===== src/rtl/rw_init_pkg.sv =====
// Shared constants for the read/write en/rdy initiator: default widths,
// command opcodes and the supported read-latency ceiling.
package rw_init_pkg;
    localparam int   ADDR_W_DEF = 3;
    localparam int   DATA_W_DEF = 1;
    localparam logic OP_READ    = 1'b0;
    localparam logic OP_WRITE   = 1'b1;
    localparam int   RD_LAT_MAX = 7;
endpackage


===== src/rtl/rw_rsp_fifo.sv =====
// Synchronous response FIFO with an exposed occupancy count; pointers wrap
// modulo the power-of-two depth.
module rw_rsp_fifo
    import rw_init_pkg::*;
#(
    parameter int  DATA_W    = DATA_W_DEF,
    parameter int  RSP_DEPTH = 4,
    localparam int CW        = $clog2(RSP_DEPTH) + 1
) (
    input  logic              CLK,
    input  logic              RST,
    input  logic              push,
    input  logic [DATA_W-1:0] push_data,
    input  logic              pop,
    output logic [DATA_W-1:0] head_data,
    output logic [CW-1:0]     count
);
    localparam int            PW   = $clog2(RSP_DEPTH);
    localparam logic [CW-1:0] FULL = CW'(RSP_DEPTH);

    logic [DATA_W-1:0] mem [RSP_DEPTH];
    logic [PW-1:0]     wr_ptr;
    logic [PW-1:0]     rd_ptr;

    always_ff @(posedge CLK or posedge RST) begin
        if (RST) begin
            wr_ptr <= '0;
            rd_ptr <= '0;
            count  <= '0;
        end else begin
            if (push) wr_ptr <= wr_ptr + PW'(1);
            if (pop)  rd_ptr <= rd_ptr + PW'(1);
            case ({push, pop})
                2'b10:   count <= count + CW'(1);
                2'b01:   count <= count - CW'(1);
                default: count <= count;
            endcase
        end
    end

    // Storage carries data only, so it is left out of reset.
    always_ff @(posedge CLK) begin
        if (push) mem[wr_ptr] <= push_data;
    end

    assign head_data = mem[rd_ptr];

    a_no_overflow: assert property (@(posedge CLK) disable iff (RST)
        !(push && !pop && count == FULL));
endmodule


===== src/rtl/rw_initiator.sv =====
// Requester for the en/rdy read/write target bus: one-entry command hold,
// credit-limited read issue, fixed-latency capture and in-order responses.
module rw_initiator
    import rw_init_pkg::*;
#(
    parameter int ADDR_W    = ADDR_W_DEF,
    parameter int DATA_W    = DATA_W_DEF,
    parameter int RD_LAT    = 2,
    parameter int RSP_DEPTH = 4
) (
    input  logic              CLK,
    input  logic              RST,
    input  logic              cmd_valid,
    output logic              cmd_ready,
    input  logic              cmd_write,
    input  logic [ADDR_W-1:0] cmd_addr,
    input  logic [DATA_W-1:0] cmd_wdata,
    output logic              rsp_valid,
    input  logic              rsp_ready,
    output logic [DATA_W-1:0] rsp_data,
    output logic [ADDR_W-1:0] read_address,
    output logic              read_en,
    input  logic              read_rdy,
    input  logic [DATA_W-1:0] read_data,
    output logic [ADDR_W-1:0] write_address,
    output logic [DATA_W-1:0] write_data,
    output logic              write_en,
    input  logic              write_rdy,
    output logic              busy
);
    localparam int            CW      = $clog2(RSP_DEPTH) + 1;
    localparam logic [CW:0]   DEPTH_C = (CW + 1)'(RSP_DEPTH);

    logic              hold_valid;
    logic              hold_write;
    logic [ADDR_W-1:0] hold_addr;
    logic [DATA_W-1:0] hold_wdata;
    logic              issue;
    logic              credit_ok;
    logic              cap_push;
    logic [DATA_W-1:0] cap_data;
    logic [CW-1:0]     rsp_count;
    logic [CW-1:0]     inflight;
    logic              rsp_pop;

    // A read may only go out if its response already has a FIFO slot reserved.
    assign credit_ok = ({1'b0, rsp_count} + {1'b0, inflight}) < DEPTH_C;
    assign write_en  = hold_valid & (hold_write == OP_WRITE) & write_rdy;
    assign read_en   = hold_valid & (hold_write == OP_READ) & read_rdy & credit_ok;
    assign issue     = read_en | write_en;
    assign cmd_ready = !hold_valid | issue;

    assign read_address  = hold_addr;
    assign write_address = hold_addr;
    assign write_data    = hold_wdata;

    always_ff @(posedge CLK or posedge RST) begin
        if (RST) begin
            hold_valid <= 1'b0;
            hold_write <= OP_READ;
            hold_addr  <= '0;
            hold_wdata <= '0;
        end else if (cmd_valid && cmd_ready) begin
            hold_valid <= 1'b1;
            hold_write <= cmd_write;
            hold_addr  <= cmd_addr;
            hold_wdata <= cmd_wdata;
        end else if (issue) begin
            hold_valid <= 1'b0;
        end
    end

    if (RD_LAT == 0) begin : g_lat0
        assign cap_push = read_en;
        assign cap_data = read_data;
        assign inflight = '0;
    end else begin : g_lat
        logic [RD_LAT-1:0] flags;

        always_ff @(posedge CLK or posedge RST) begin
            if (RST) flags <= '0;
            else     flags <= (flags << 1) | RD_LAT'(read_en);
        end

        always_comb begin
            inflight = '0;
            for (int i = 0; i < RD_LAT; i++) inflight = inflight + CW'(flags[i]);
        end

        assign cap_push = flags[RD_LAT-1];
        assign cap_data = read_data;
    end

    assign rsp_valid = (rsp_count != '0);
    assign rsp_pop   = rsp_valid & rsp_ready;
    assign busy      = hold_valid | (inflight != '0) | (rsp_count != '0);

    rw_rsp_fifo #(
        .DATA_W   (DATA_W),
        .RSP_DEPTH(RSP_DEPTH)
    ) u_rsp_fifo (
        .CLK      (CLK),
        .RST      (RST),
        .push     (cap_push),
        .push_data(cap_data),
        .pop      (rsp_pop),
        .head_data(rsp_data),
        .count    (rsp_count)
    );
endmodule


===== config.mk =====
export PLATFORM = sky130hd
export DESIGN_NAME = rw_initiator
export DESIGN_NICKNAME = d
export VERILOG_FILES = /design/src/rtl/rw_init_pkg.sv /design/src/rtl/rw_rsp_fifo.sv /design/src/rtl/rw_initiator.sv
export SDC_FILE = /design/constraint.sdc
export NUM_CORES = 1
export LEC_CHECK = 0
export ABC_AREA = 1
export ABC_CLOCK_PERIOD_IN_PS = 3700
export CAP_MARGIN = 25
export CELL_PAD_IN_SITES_DETAIL_PLACEMENT = 2
export CELL_PAD_IN_SITES_GLOBAL_PLACEMENT = 2
export CORE_MARGIN = 1.5
export CORE_UTILIZATION = 31
export DETAILED_ROUTE_END_ITERATION = 16
export PLACE_DENSITY_LB_ADDON = 0.1
export SKIP_CTS_REPAIR_TIMING = 1
export SYNTH_ARGS = -nofsm -noshare
export SYNTH_HDL_FRONTEND = slang
export SYNTH_SLANG_ARGS = --single-unit

===== constraint.sdc =====
create_clock -name CLK -period 3.7 [get_ports CLK]
set_input_delay 0.74 -clock CLK [delete_from_list [all_inputs] [get_ports CLK]]
set_output_delay 0.74 -clock CLK [all_outputs]
set_load 0.02 [all_outputs]

==> metrics.md, run 1 <==
| Metric | Value |
|---|---|
| Fmax | 0.330 GHz |
| Final Max Slew Viols | 0 |
| CTS Sinks | 19 |
| Hold WS | 452 ps |
| Initial core utilization | 0.325 |
| Internal power | 567 uW |
| Post-Route M1 WL | 914 um |
| Die span in y | 59.5 um |
| Worst-path clk slew | 110 ps |
| Wirelength per Cell | 12.3 um |
| Htree depth | 1 |
| Syn nets | 121 |
| Cell Count, Final, Fillers Out | 168 |
| Largest net degree at the start of global routing | 16 |
| Antenna Nets Post-Route | 0 |
| Combinational group share of total power | 0.520 |
| Root Driver | clkbuf_4 |
| Initial antenna violation count | 0 |
| DIE AREA | 3550 um2 |
| Vias in the first global route | 780 |
| RSZ-0062 raised after global routing | no |
| Syn_area_per_cell | 9.91 um2 |
| Highest Signal Layer | met4 |
| First-pass GRT wire length | 3580 um |
| Mapped Area | 991 um2 |
| Boundary pin count | 25 |
| Reg2Reg Depth | 10 |
| Tcrit/Tclk final | 0.820 |
| Seq pwr share | 0.372 |
| Max cap viols | 0 |
| DRT Wirelength | 2060 um |
| #FFs+latches synth | 19 |
| Layout cells sized above 1 | 0.121 |
| Data required time of the worst path | 2960 ps |
| Layout fillers | 352 |
| Max IR drop VDD | 0.000310 V |
| DP Wirelength | 1660 um |
| Most frequent cells in the layout | clkdlybuf4s50_1 (24), nand2_1 (22), dfrtp_1 (15) |
| Clock Path Buffers | 2 |
| Area growth, synth to finish | 29.8% |
| Outcome | complete, no violations |
| Switching pwr | 440 uW |
| Yosys warning total | 0 |
| Placer Congestion | 0.732 |
| Critical Path AT | 2290 ps |
| Commonest non-fill, non-tap cell in the layout | clkdlybuf4s50_1 |
| Register area share after synthesis | 0.500 |
| Hold Crit Depth | 0 |
| Clock share of power | 0.108 |
| Met2 WL | 1020 um |
| Pre-antenna DRT Iters | 2 |
| Vias/cell | 4.33 |
| Critical Path End Type | primary output |
| Chip width | 59.5 um |
| Reg-to-reg slack, setup | 1840 ps |
| Worst slack, placed | 747 ps |
| CTS tree | built |
| GR Util All Layers | 0.135 |
| Post-synth cell types | 23 |
| Clk_lat worst skew | 300 ps |
| Initial DRC count | 8 |
| PD cells | 783 nW/um2 |
| Hold endpoint | g_lat.flags[1] |
| Mapped Cells | 100 |
| Placed instance count | 164 |
| Reg2Reg Capture Point | u_rsp_fifo.count[2] |
| Input/output buffers | 24 |
| LEAKAGE | 0.000626 uW |
| DR DRC count | 0 |
| Tmin final | 3030 ps |
| Startpoint types | flop |
| Worst setup margin | 665 ps |
| N_diodes | 0 |
| Number of buffers created by CTS | 3 |
| Final Hold Viols | 0 |
| R2r startpoint | u_rsp_fifo.count[1] |
| Crit-path max FO | 9 |
| Fin nets | 146 |
| WL met3 | 98 um |
| Worst Skew | 0.884 ps |
| Worst hold start | g_lat.flags[0] |
| Worst hold path type | reg2reg |
| Total gr overflow | 0 |
| Worst Max-Slew Pin Slew | 603 ps |
| Row Count | 20 |
| Slew Limit Headroom | 0.597 |
| Final TNS setup | 0 ps |
| Core Area | 3050 um2 |
| WS Path Type | reg2out |
| Switching Share | 0.437 |
| Via Count | 727 |
| Endpoints failing setup | 0 |
[synth_stat cells]
| library cell | count | area share |
|---|---|---|
| nand2_1 | 22 | 0.083 |
| dfrtp_1 | 15 | 0.38 |
| inv_1 | 14 | 0.053 |
| ha_1 | 8 | 0.10 |
| nand3_1 | 6 | 0.030 |
| edfxtp_1 | 4 | 0.12 |
| nor2_1 | 4 | 0.015 |
| buf_4 | 3 | 0.023 |
| inv_2 | 3 | 0.011 |
| nand2_4 | 3 | 0.034 |
| xor2_1 | 3 | 0.027 |
| a21oi_1 | 2 | 0.010 |
| nand3_2 | 2 | 0.020 |
| o21ai_0 | 2 | 0.010 |
| a21oi_2 | 1 | 0.0088 |
| a32oi_1 | 1 | 0.0088 |
| buf_2 | 1 | 0.0050 |
| fa_1 | 1 | 0.020 |
| nand3b_1 | 1 | 0.0076 |
| nor2_2 | 1 | 0.0063 |
| nor2_4 | 1 | 0.011 |
| o21ai_1 | 1 | 0.0050 |
| xnor2_1 | 1 | 0.0088 |
[power groups by stage]
stage                     Combinational, uW  Sequential [uW]  Clock (uW)
after floorplan                         334              378           0
after global placement                  513              374           0
after detailed placement                533              380           0
after CTS                               538              377         114
after global routing                    588              390         119
final                                   524              374         109
[final cells by class]
class | instances | area, um2 | share of cell area
clock inverters | 1 | 5.00 | 0.00389
flip-flops and latches | 19 | 495 | 0.385
inverters | 17 | 63.8 | 0.0496
well taps | 44 | 55.1 | 0.0428
multi-input cells | 60 | 404 | 0.314
repair buffers | 24 | 240 | 0.187
clock buffers | 3 | 22.5 | 0.0175
[layer usage]
layer,GRT usage,vias up
met1,0.163,349
met5,0,-
met2,0.228,19
met3,0.0415,2
met4,0.0476,0
li1,-,357
[metrics by stage]
step	instance area, um2	utilization	power (uW)
after floorplan	991	-	712
after global placement	1260	0.412	886
after detailed placement	1260	0.412	913
after CTS	1290	0.421	1030
after global routing	1290	0.421	1100
final	1290	0.421	1010
[cells by family (layout without fill, tap and decap cells)]
group,Yosys count,in the layout,synth area share
simple gates,40,40,0.208
buf+inv,21,45,0.0922
flops,19,19,0.500
fa+ha+maj,9,9,0.121
compound gates,7,7,0.0429
xor+xnor,4,4,0.0354
[sequential cells by signal, summed over array words and instances (netlist names)]
| name | flops |
|---|---|
| u_rsp_fifo.rd_ptr | 2 |
| read_address | 3 |
| write_data | 1 |
| hold_valid | 1 |
| g_lat.flags | 2 |
| hold_write | 1 |
| u_rsp_fifo.mem | 4 |
| u_rsp_fifo.count | 3 |
| u_rsp_fifo.wr_ptr | 2 |
[worst max path at each step]
stage / from / endpoint / cells past startpoint
finish: g_lat.flags[1] / cmd_ready / 6
floorplan: g_lat.flags[0] / read_en / 5
global route: g_lat.flags[1] / cmd_ready / 6
global placement: read_rdy / cmd_ready / 6
CTS: g_lat.flags[1] / cmd_ready / 6
detailed placement: read_rdy / cmd_ready / 6
[worst max-delay path: stages (launching register included)]
cell and delay [ps]:
dfrtp_1 500, ha_1 240, ha_1 280, nand3_1 120, nand3_2 120, nand2_4 120, clkdlybuf4s50_1 620
Power figures use the tool's default switching activity.
==> inputs of run 2 (changes only) <==
--- a/config.mk
+++ b/config.mk
@@ -6,12 +6,12 @@
 export NUM_CORES = 1
 export LEC_CHECK = 0
 export ABC_AREA = 1
-export ABC_CLOCK_PERIOD_IN_PS = 3700
+export ABC_CLOCK_PERIOD_IN_PS = 3100
 export CAP_MARGIN = 25
 export CELL_PAD_IN_SITES_DETAIL_PLACEMENT = 2
 export CELL_PAD_IN_SITES_GLOBAL_PLACEMENT = 2
 export CORE_MARGIN = 1.5
-export CORE_UTILIZATION = 31
+export CORE_UTILIZATION = 29
 export DETAILED_ROUTE_END_ITERATION = 16
 export PLACE_DENSITY_LB_ADDON = 0.1
 export SKIP_CTS_REPAIR_TIMING = 1
==> constraint.sdc (replaced) <==
create_clock -name CLK -period 3.1 [get_ports CLK]
set_input_delay 0.62 -clock CLK [delete_from_list [all_inputs] [get_ports CLK]]
set_output_delay 0.62 -clock CLK [all_outputs]
set_load 0.02 [all_outputs]
==> run 2 against run 1 <==
Effect of this change: combinational power is 19% higher; global-route usage is 0.61 points lower; worst hold slack worse by 25 ps; first-iteration DRC count is 50% lower; sequential power is 18% higher; routed wire length is 1.0% lower; clock power is 17% higher; non-clock buffer count stayed put; die area is 6.5% higher; final area is 0.20% higher; register-to-register slack worse by 540 ps.
==> metrics.md, run 2 (synthesized netlist as in run 1, its figures left out) <==
| Metric | Value |
|---|---|
| Area growth, synth to finish | 30.1% |
| DR DRC count | 0 (unchanged) |
| Critical path's slowest cell | clkdlybuf4s50_1 |
| Clk_lat worst skew | 290 ps (about the same) |
| Largest net degree at the start of global routing | 16 (unchanged) |
| DP Wirelength | 1650 um (-0.38%) |
| Initial core utilization | 0.299 (-0.0253) |
| Tmin final | 2860 ps |
| Largest delay share family, worst path | buffers and inverters |
| Vias/cell | 4.24 (-2.0%) |
| DRT Wirelength | 2040 um (-1.0%) |
| Internal power | 675 uW (+19%) |
| Final Hold Viols | 0 (unchanged) |
| Vias in the first global route | 788 (+1.0%) |
| CTS Sinks | 19 (unchanged) |
| Switching pwr | 514 uW (+17%) |
| Via Count | 721 (-0.83%) |
| Slowest Stage Delay on Critical Path | 610 ps (about the same) |
| Root Driver | clkbuf_4 |
| Antenna Nets Post-Route | 0 (unchanged) |
| Worst hold path type | reg2reg |
| Number of buffers created by CTS | 3 (unchanged) |
| Utilization after layout | 0.389 (-0.0320) |
| LEAKAGE | 0.000626 uW (unchanged) |
| Startpoint types | flop |
| Htree depth | 1 (unchanged) |
| Pre-antenna DRT Iters | 2 (unchanged) |
| Final Max Slew Viols | 0 (unchanged) |
| Worst Max-Slew Pin Slew | 615 ps (+11.7 ps) |
| Fin nets | 146 (unchanged) |
| Placer Congestion | 0.712 (-2.7%) |
| Combinational group share of total power | 0.523 (+0.003) |
| Input/output buffers | 24 (unchanged) |
| Fmax | 0.349 GHz |
| First-pass GRT wire length | 3450 um (-3.7%) |
| Slew Limit Headroom | 0.589 (-0.00781) |
| Die span in y | 61.5 um (+3.2%) |
| RSZ-0062 raised after global routing | no |
| Max cap viols | 0 (unchanged) |
| PD cells | 923 nW/um2 (+18%) |
| Crit-path cells | ha_1, ha_1, nand3_1, nand3_2, nand2_4, clkdlybuf4s50_1 |
| Clock Path Buffers | 2 (unchanged) |
| Endpoints failing setup | 0 (unchanged) |
| DIE AREA | 3780 um2 (+6.5%) |
| Tcrit/Tclk final | 0.924 |
| Data required time of the worst path | 2480 ps (-480 ps) |
| CP most frequent cell | ha_1 |
| Critical Path AT | 2240 ps (-50 ps) |
| Switching Share | 0.432 (-0.00500) |
| Core Area | 3310 um2 (+8.4%) |
| Worst Skew | 0.872 ps (-0.0120 ps) |
| CTS tree | built |
| Boundary pin count | 25 (unchanged) |
| Row Count | 21 (+5.0%) |
| WP buf/inv | 1 (unchanged) |
| Worst setup margin | 235 ps (-430 ps) |
| Total gr overflow | 0 (unchanged) |
| N_diodes | 0 (unchanged) |
| Final TNS setup | 0 ps (unchanged) |
| Clock share of power | 0.108 (about the same) |
| Critical Path End Type | primary output |
| Most frequent cells in the layout | clkdlybuf4s50_1 (24), nand2_1 (22), dfrtp_1 (15) |
| Seq pwr share | 0.370 (-0.002) |
| Initial DRC count | 4 (-4) |
| GR Util All Layers | 0.129 (-0.00612) |
| Layout cells sized above 1 | 0.121 (unchanged) |
| Biggest register | u_rsp_fifo.mem |
| Outcome | complete, no violations |
| Chip width | 61.5 um (+3.2%) |
| Commonest non-fill, non-tap cell in the layout | clkdlybuf4s50_1 |
| Hold WS | 427 ps (-24.8 ps) |
| Worst-path clk slew | 110 ps (about the same) |
| Worst slack, placed | 391 ps (-356 ps) |
| Max IR drop VDD | 0.000335 V (+8.1%) |
| Initial antenna violation count | 0 (unchanged) |
| Wirelength per Cell | 12.0 um (-2.2%) |
| Crit-path max FO | 9 (unchanged) |
| Number of flip-flops in the largest register | 4 (unchanged) |
| WS Path Type | reg2out |
## run 2: final cells by class
type / count / area, um2
timing repair buffer: 24 / 240
fill: 386 / 2020
multi-input combinational: 60 / 404
clock buffer: 3 / 22.5
sequential: 19 / 495
clock inverter: 1 / 5.00
inverter: 17 / 63.8
tap: 46 / 57.6
## run 2: path summary, 6_finish.rpt
check,slack [ps],startpoint,cells past startpoint,to
max,240,g_lat.flags[1],6,cmd_ready
min,430,g_lat.flags[0],0,g_lat.flags[1]
max reg2reg,1300,u_rsp_fifo.count[1],10,u_rsp_fifo.count[2]
min reg2reg,430,g_lat.flags[0],0,g_lat.flags[1]
max in group asynchronous,2010,RST,2,u_rsp_fifo.rd_ptr[0]
min in group asynchronous,690,RST,2,read_address[1]
## run 2: metal layers
layer	GRT usage	wire, um
met1	0.147	873
met2	0.225	1050
met3	0.0315	102
met4	0.0638	15
met5	0	0
## run 2: worst register-to-register path, stage by stage, from the launching register on
cell     delay [ps]
dfrtp_1         410
inv_1            90
nand3_2         120
nand2_4          70
inv_2            60
ha_1            140
inv_2            50
fa_1            370
a21oi_1         150
o21ai_1          90
xor2_1          140
## run 2: metrics by stage
| step | std cells | area [um2] | power [uW] |
|---|---|---|---|
| finish | 170 | 1290 | 1190 |
| global route | 170 | 1290 | 1310 |
| CTS | 170 | 1290 | 1220 |
| floorplan | 100 | 991 | 850 |
| global placement | 166 | 1260 | 1060 |
| detailed placement | 166 | 1260 | 1080 |
## run 2: power by group through the flow
stage	clock network (uW)	registers (uW)	logic, uW
after floorplan	0	452	399
after global placement	0	442	620
after detailed placement	0	447	636
after CTS	139	442	640
after global routing	149	456	710
final	128	440	622
==> inputs of run 3 (changes only) <==
--- a/config.mk
+++ b/config.mk
@@ -6,12 +6,12 @@
 export NUM_CORES = 1
 export LEC_CHECK = 0
 export ABC_AREA = 1
-export ABC_CLOCK_PERIOD_IN_PS = 3100
+export ABC_CLOCK_PERIOD_IN_PS = 3400
 export CAP_MARGIN = 25
 export CELL_PAD_IN_SITES_DETAIL_PLACEMENT = 2
 export CELL_PAD_IN_SITES_GLOBAL_PLACEMENT = 2
 export CORE_MARGIN = 1.5
-export CORE_UTILIZATION = 29
+export CORE_UTILIZATION = 31
 export DETAILED_ROUTE_END_ITERATION = 16
 export PLACE_DENSITY_LB_ADDON = 0.1
 export SKIP_CTS_REPAIR_TIMING = 1
==> constraint.sdc (replaced) <==
create_clock -name CLK -period 3.4 [get_ports CLK]
set_input_delay 0.68 -clock CLK [delete_from_list [all_inputs] [get_ports CLK]]
set_output_delay 0.68 -clock CLK [all_outputs]
set_load 0.02 [all_outputs]
==> results of run 3 <==
Same layout as run 1 (identical final DEF). Status: complete, no violations.
Among the figures that moved: setup slack after placement 747 ps -> 567 ps; setup slack after layout 665 ps -> 425 ps; register-to-register setup slack 1840 ps -> 1540 ps; total power 1010 uW -> 1100 uW; worst IR drop on VDD 0.000310 V -> 0.000337 V
